File: src/rtl/vga_sync_timing_if.sv
//------------------------------------------------------------------------------
// Module   : vga_sync_timing_if
// Brief    : Raster timing bundle from the sync generator to the pattern stages.
// Revision : 1.0 - initial release
//------------------------------------------------------------------------------
`default_nettype none

interface vga_sync_timing_if;
    logic [9:0]  o_px;
    logic [9:0]  o_py;
    logic        o_active;
    logic        o_frame_start;
    logic        o_hsync;
    logic        o_vsync;
    logic        o_de;
    logic [15:0] o_frame;

    modport master (
        output o_px, o_py, o_active, o_frame_start,
        output o_hsync, o_vsync, o_de, o_frame
    );

    modport slave (
        input o_px, o_py, o_active, o_frame_start,
        input o_hsync, o_vsync, o_de, o_frame
    );
endinterface

`default_nettype wire

File: src/rtl/vga_sync_timing.sv
//------------------------------------------------------------------------------
// Module   : vga_sync_timing
// Brief    : Free-running raster counters with sync/DE decode and a delay line.
// Revision : 1.0 - initial release
//------------------------------------------------------------------------------
`default_nettype none

module vga_sync_timing #(
    parameter int H_ACTIVE = 640,
    parameter int H_FRONT  = 16,
    parameter int H_SYNC   = 96,
    parameter int H_BACK   = 48,
    parameter int V_ACTIVE = 480,
    parameter int V_FRONT  = 10,
    parameter int V_SYNC   = 2,
    parameter int V_BACK   = 33,
    parameter int SYNC_POL = 0,
    parameter int PIPE_DLY = 1
) (
    input  wire logic            i_clk,
    input  wire logic            i_reset,
    vga_sync_timing_if.master    bus
);

    localparam int H_TOTAL = H_ACTIVE + H_FRONT + H_SYNC + H_BACK;
    localparam int V_TOTAL = V_ACTIVE + V_FRONT + V_SYNC + V_BACK;

    generate
        if (H_TOTAL > 1024 || V_TOTAL > 1024) begin : g_bad_totals
            $error("vga_sync_timing: H_TOTAL/V_TOTAL must not exceed 1024");
        end
        if (PIPE_DLY < 0 || PIPE_DLY > 4) begin : g_bad_dly
            $error("vga_sync_timing: PIPE_DLY must be within 0..4");
        end
    endgenerate

    // 11-bit constants so a full 1024-count range still compares correctly
    localparam logic [9:0]  C_H_LAST   = 10'(H_TOTAL - 1);
    localparam logic [9:0]  C_V_LAST   = 10'(V_TOTAL - 1);
    localparam logic [10:0] C_H_ACT    = 11'(H_ACTIVE);
    localparam logic [10:0] C_V_ACT    = 11'(V_ACTIVE);
    localparam logic [10:0] C_HS_START = 11'(H_ACTIVE + H_FRONT);
    localparam logic [10:0] C_HS_END   = 11'(H_ACTIVE + H_FRONT + H_SYNC);
    localparam logic [10:0] C_VS_START = 11'(V_ACTIVE + V_FRONT);
    localparam logic [10:0] C_VS_END   = 11'(V_ACTIVE + V_FRONT + V_SYNC);
    localparam logic        C_SYNC_ON  = 1'(SYNC_POL);
    localparam logic        C_SYNC_OFF = ~C_SYNC_ON;

    logic [9:0]  r_h;
    logic [9:0]  r_v;
    logic [15:0] r_frame;
    logic [10:0] w_h_ext;
    logic [10:0] w_v_ext;
    logic        w_active;
    logic        w_hs_lvl;
    logic        w_vs_lvl;

    always_ff @(posedge i_clk) begin
        if (i_reset) begin
            r_h     <= '0;
            r_v     <= '0;
            r_frame <= '0;
        end else if (r_h == C_H_LAST) begin
            r_h <= '0;
            if (r_v == C_V_LAST) begin
                r_v     <= '0;
                r_frame <= r_frame + 16'd1;
            end else begin
                r_v <= r_v + 10'd1;
            end
        end else begin
            r_h <= r_h + 10'd1;
        end
    end

    assign w_h_ext  = {1'b0, r_h};
    assign w_v_ext  = {1'b0, r_v};
    assign w_active = (w_h_ext < C_H_ACT) && (w_v_ext < C_V_ACT);
    assign w_hs_lvl = ((w_h_ext >= C_HS_START) && (w_h_ext < C_HS_END)) ? C_SYNC_ON : C_SYNC_OFF;
    assign w_vs_lvl = ((w_v_ext >= C_VS_START) && (w_v_ext < C_VS_END)) ? C_SYNC_ON : C_SYNC_OFF;

    assign bus.o_px          = r_h;
    assign bus.o_py          = r_v;
    assign bus.o_active      = w_active;
    assign bus.o_frame_start = (r_h == 10'd0) && (r_v == 10'd0);
    assign bus.o_frame       = r_frame;

    generate
        if (PIPE_DLY == 0) begin : g_no_dly
            assign bus.o_hsync = w_hs_lvl;
            assign bus.o_vsync = w_vs_lvl;
            assign bus.o_de    = w_active;
        end else begin : g_dly
            logic [PIPE_DLY-1:0] r_hs_pipe;
            logic [PIPE_DLY-1:0] r_vs_pipe;
            logic [PIPE_DLY-1:0] r_de_pipe;

            // Reset flushes every stage so no stale sync pulse survives an abort
            always_ff @(posedge i_clk) begin
                if (i_reset) begin
                    r_hs_pipe <= {PIPE_DLY{C_SYNC_OFF}};
                    r_vs_pipe <= {PIPE_DLY{C_SYNC_OFF}};
                    r_de_pipe <= '0;
                end else begin
                    r_hs_pipe[0] <= w_hs_lvl;
                    r_vs_pipe[0] <= w_vs_lvl;
                    r_de_pipe[0] <= w_active;
                    for (int i = 1; i < PIPE_DLY; i++) begin
                        r_hs_pipe[i] <= r_hs_pipe[i-1];
                        r_vs_pipe[i] <= r_vs_pipe[i-1];
                        r_de_pipe[i] <= r_de_pipe[i-1];
                    end
                end
            end

            assign bus.o_hsync = r_hs_pipe[PIPE_DLY-1];
            assign bus.o_vsync = r_vs_pipe[PIPE_DLY-1];
            assign bus.o_de    = r_de_pipe[PIPE_DLY-1];
        end
    endgenerate

endmodule

`default_nettype wire
File: src/flat_wrapper.sv
// flat-port wrapper written by rule: the top's interface ports become plain ports
module vga_sync_timing_flat 
#(
    parameter int H_ACTIVE = 640,
    parameter int H_FRONT  = 16,
    parameter int H_SYNC   = 96,
    parameter int H_BACK   = 48,
    parameter int V_ACTIVE = 480,
    parameter int V_FRONT  = 10,
    parameter int V_SYNC   = 2,
    parameter int V_BACK   = 33,
    parameter int SYNC_POL = 0,
    parameter int PIPE_DLY = 1
)
  (i_clk, i_reset, bus_o_px, bus_o_py, bus_o_active, bus_o_frame_start, bus_o_hsync, bus_o_vsync, bus_o_de, bus_o_frame);
  vga_sync_timing_if bus_i ();
  input  wire logic i_clk;
  input  wire logic i_reset;
  output wire logic [$bits(bus_i.o_px)-1:0] bus_o_px;
  output wire logic [$bits(bus_i.o_py)-1:0] bus_o_py;
  output wire logic [$bits(bus_i.o_active)-1:0] bus_o_active;
  output wire logic [$bits(bus_i.o_frame_start)-1:0] bus_o_frame_start;
  output wire logic [$bits(bus_i.o_hsync)-1:0] bus_o_hsync;
  output wire logic [$bits(bus_i.o_vsync)-1:0] bus_o_vsync;
  output wire logic [$bits(bus_i.o_de)-1:0] bus_o_de;
  output wire logic [$bits(bus_i.o_frame)-1:0] bus_o_frame;
  assign bus_o_px = bus_i.o_px;
  assign bus_o_py = bus_i.o_py;
  assign bus_o_active = bus_i.o_active;
  assign bus_o_frame_start = bus_i.o_frame_start;
  assign bus_o_hsync = bus_i.o_hsync;
  assign bus_o_vsync = bus_i.o_vsync;
  assign bus_o_de = bus_i.o_de;
  assign bus_o_frame = bus_i.o_frame;
  vga_sync_timing #(.H_ACTIVE(H_ACTIVE), .H_FRONT(H_FRONT), .H_SYNC(H_SYNC), .H_BACK(H_BACK), .V_ACTIVE(V_ACTIVE), .V_FRONT(V_FRONT), .V_SYNC(V_SYNC), .V_BACK(V_BACK), .SYNC_POL(SYNC_POL), .PIPE_DLY(PIPE_DLY)) u_core (.i_clk(i_clk), .i_reset(i_reset), .bus(bus_i));
endmodule
File: config.mk
export PLATFORM = sky130hd
export DESIGN_NAME = vga_sync_timing_flat
export DESIGN_NICKNAME = d
export VERILOG_FILES = /design/src/rtl/vga_sync_timing_if.sv /design/src/rtl/vga_sync_timing.sv /design/src/flat_wrapper.sv
export SDC_FILE = /design/constraint.sdc
export NUM_CORES = 1
export LEC_CHECK = 0
export ABC_CLOCK_PERIOD_IN_PS = 4100
export BUFFER_PORTS_ARGS = -buffer_cell sky130_fd_sc_hd__clkbuf_2
export CAP_MARGIN = 20
export CORE_MARGIN = 10
export CORE_UTILIZATION = 57
export CTS_CLUSTER_SIZE = 28
export DETAILED_ROUTE_END_ITERATION = 12
export GPL_TIMING_DRIVEN = 0
export PLACE_DENSITY = 0.88
export SETUP_SLACK_MARGIN = 0.2
export SKIP_CTS_REPAIR_TIMING = 1
export SLEW_MARGIN = 20
export SYNTH_ARGS = -nofsm -noshare
export SYNTH_HDL_FRONTEND = slang
export SYNTH_SLANG_ARGS = --single-unit
File: constraint.sdc
create_clock -name i_clk -period 4.1 [get_ports i_clk]
set_input_delay 0 -clock i_clk [delete_from_list [all_inputs] [get_ports i_clk]]
set_output_delay 0 -clock i_clk [all_outputs]
set_load 0.005 [all_outputs]
==> flow_metrics.py <==
metrics = {
    "outcome": {
        "outcome": "finished clean",
    },
    "cells_and_area": {
        "fin_cells": 305,
        "layout-drive-gt1-share_pct": 23.8,
        "fillCellCount": 258,
        "synthToLayoutAreaGrowth_pct": 19.7,
        "nNetsFinal": 267,
        "diodes": 0,
    },
    "yosys": {
        "syn-cell-area_mm2": 0.00184,
        "synth_top_family_by_area": "simple AND/OR/NAND/NOR gates",
        "synth_most_common_cell": "nor2_1",
        "synth_top_area_cell": "dfxtp_1",
        "synthMuxAreaShare_pct": 1.16,
        "synth_xor_xnor_area_share_pct": 13.4,
        "synth_edf_count": 0,
        "syn_inst": 210,
        "avgSynthCellArea_um2": 8.75,
        "synth_fp_nets": 217,
        "seq_area_frac_synth_pct": 42.5,
        "synth_simple_gate_area_share_pct": 34.1,
        "synth-seq-cells": 39,
        "yosys-top-cells-count": "nor2_1, dfxtp_1, xor2_1",
        "synth_top_area_share_pct": 42.5,
        "synthDistinctLibCells": 38,
        "synth_compound_area_share_pct": 2.04,
        "synth_flop_cell": "dfxtp_1",
        "yosysWarnings": 0,
        "synthTopCellsByArea": "dfxtp_1, nor2_1, xor2_1",
        "synth-adder-area-share_pct": 3.41,
        "synthArstFlopShare_pct": 0,
    },
    "clock_network": {
        "cts_tree": "yes",
        "root_buffer": "clkbuf_4",
        "clkSinkCount": 39,
        "path_clk_slew_ns": 0.11,
        "clk_latency_ns": 0.35,
        "cts_buffers": 5,
        "h-tree-depth": 2,
        "ctsLongestPathBuffers": 2,
    },
    "worst_setup_path": {
        "crit_arrival_ns": 2.69,
        "crit_type": "reg2reg",
        "cp.required_ns": 4.34,
        "cp_max_fo": 10,
        "worstSetupStartpointType": "flop",
        "worstSetupEndpointType": "flop",
    },
    "detailed_routing": {
        "drtIter0Drc": 208,
        "routed-via-count": 1703,
        "avgRoutedWirePerCell_um": 14.8,
        "antenna_left": 0,
        "first_pass_iters": 4,
        "drc": 0,
        "avgViaCountPerCell": 5.58,
        "routed_wl_mm": 4.51,
    },
    "power_and_ir_drop": {
        "p_leak_nw": 0.890,
        "power.share.clock_pct": 39.8,
        "combPwrFrac_pct": 3.6,
        "power.switching_w": 0.000145,
        "swShare_pct": 21.2,
        "powerDensity_mw_per_mm2": 310,
        "intPower_w": 0.000537,
        "ir_drop_v": 0.000246,
        "pwr-share-seq_pct": 56.6,
    },
    "grt": {
        "grt_pass1_vias": 1579,
        "antenna_found_initial": 0,
        "grt_use_total_pct": 15.0,
        "grt_max_degree": 13,
        "overflow": 0,
        "grt_pass1_wl_mm": 7.45,
    },
    "die": {
        "initial_core_util_pct": 59.7,
        "die_w_um": 76.8,
        "die_h_um": 76.8,
        "fp.dieArea_mm2": 0.00589,
        "ios": 43,
        "design.core.area_mm2": 0.00308,
        "rows": 20,
    },
    "timing": {
        "period_minus_slack_ns": 2.46,
        "setup_tns_ns": 0,
        "skew_ns": 0.00392,
        "min_period_over_period_pct": 60.0,
        "slew_violations": 0,
        "tightest_slew_ns": 0.755,
        "finalSetupViolCount": 0,
        "layout_setup_ws_ns": 1.64,
        "finalHoldViolCount": 0,
        "fmax_mhz": 407,
        "slew_headroom_pct": 49.3,
        "rsz0062_at_grt": "false",
    },
    "job": {
        "cap_violations": 0,
    },
    "placed_design": {
        "place_ws_ns": 1.71,
        "place.gp.congestion": 0.854,
        "dp_hpwl_mm": 3.27,
        "numPortBuffers": 42,
        "dp_cells": 296,
    },
    "worst_hold_path": {
        "hp-class": "in2reg",
    },
}
## final cells by class
| class | instances | area [um2] | area share [%] |
|---|---|---|---|
| Buffer | 8 | 45.0 | 2.05 |
| Sequential cell | 39 | 781 | 35.5 |
| Tap cell | 44 | 55.1 | 2.50 |
| Clock inverter | 2 | 35.0 | 1.59 |
| Inverter | 5 | 18.8 | 0.854 |
| Timing Repair Buffer | 43 | 220 | 10.0 |
| Clock buffer | 6 | 51.3 | 2.33 |
| Multi-Input combinational cell | 158 | 992 | 45.1 |
## sequential cells by signal, indices dropped and copies added, names as in the netlist
name	cells
u_core.bus.o_px	10
u_core.bus.o_py	10
u_core.bus.o_hsync	1
u_core.bus.o_frame	16
u_core.bus.o_de	1
u_core.bus.o_vsync	1
## cells in the final DEF, fill, tap and decap left out, types with 3 or more instances in the layout
cell | synthesis | routed
nor3_1 | 10 | 10
nand3_1 | 13 | 13
ha_1 | 5 | 5
xor2_1 | 16 | 16
and3_1 | 4 | 4
nand2_1 | 6 | 6
inv_1 | 5 | 5
nand4_1 | 14 | 14
clkbuf_2 | 0 | 42
clkbuf_1 | 3 | 3
xnor2_1 | 12 | 12
a21oi_1 | 4 | 4
clkbuf_4 | 0 | 5
nor2_1 | 40 | 40
and4_1 | 3 | 3
nor4_1 | 6 | 6
dfxtp_1 | 39 | 39
## metal layers
| layer | vias up | global-route usage, % | wire [um] |
|---|---|---|---|
| li1 | 829 | - | - |
| met1 | 812 | 17.3 | 1850 |
| met2 | 56 | 24.6 | 2250 |
| met3 | 6 | 5.13 | 349 |
| met4 | 0 | 6.51 | 69 |
| met5 | - | 0 | 0 |
## stage by stage
step                instance area (um2)  total power [W]  hold slack (ns)  util (%)
floorplan                          1840         0.000408            0.105         -
global placement                   2100         0.000417            0.283      68.3
detailed placement                 2100         0.000418            0.291      68.3
CTS                                2190         0.000682          -0.0802      71.1
global route                       2200         0.000702            0.516      71.4
finish                             2200         0.000681            0.467      71.4
## final timing paths
kind | from | endpoint | slack [ns] | depth (start not counted)
max reg2reg | u_core.bus.o_px[0] | u_core.bus.o_frame[13] | 1.64 | 7
min | i_reset | u_core.bus.o_hsync | 0.47 | 3
max | u_core.bus.o_px[0] | u_core.bus.o_frame[13] | 1.64 | 7
min reg2reg | u_core.bus.o_py[1] | u_core.bus.o_vsync | 0.50 | 1
## power groups by stage
stage	Clock (W)	Sequential, W	Combinational [W]
global placement	0	0.000394	0.0000234
detailed placement	0	0.000394	0.0000239
floorplan	0	0.000394	0.0000138
CTS	0.000273	0.000386	0.0000240
global route	0.000288	0.000386	0.0000277
finish	0.000271	0.000386	0.0000243
## logic make-up (layout without fill, tap and decap cells)
kind of cell | Yosys count | count (layout)
mux | 2 | 2
fa+ha+maj | 5 | 5
flops | 39 | 39
buf+inv | 13 | 64
xor+xnor | 28 | 28
compound gates | 7 | 7
simple gates | 116 | 116
## critical path, cell delays in order (launching register included)
cell and delay [ns]:
dfxtp_1 0.43, ha_1 0.24, nand4_1 0.28, nor3_1 0.68, buf_2 0.36, nand4_1 0.14
xor2_1 0.17, nor2_1 0.05
No activity file was read; power rests on OpenSTA's default activity.
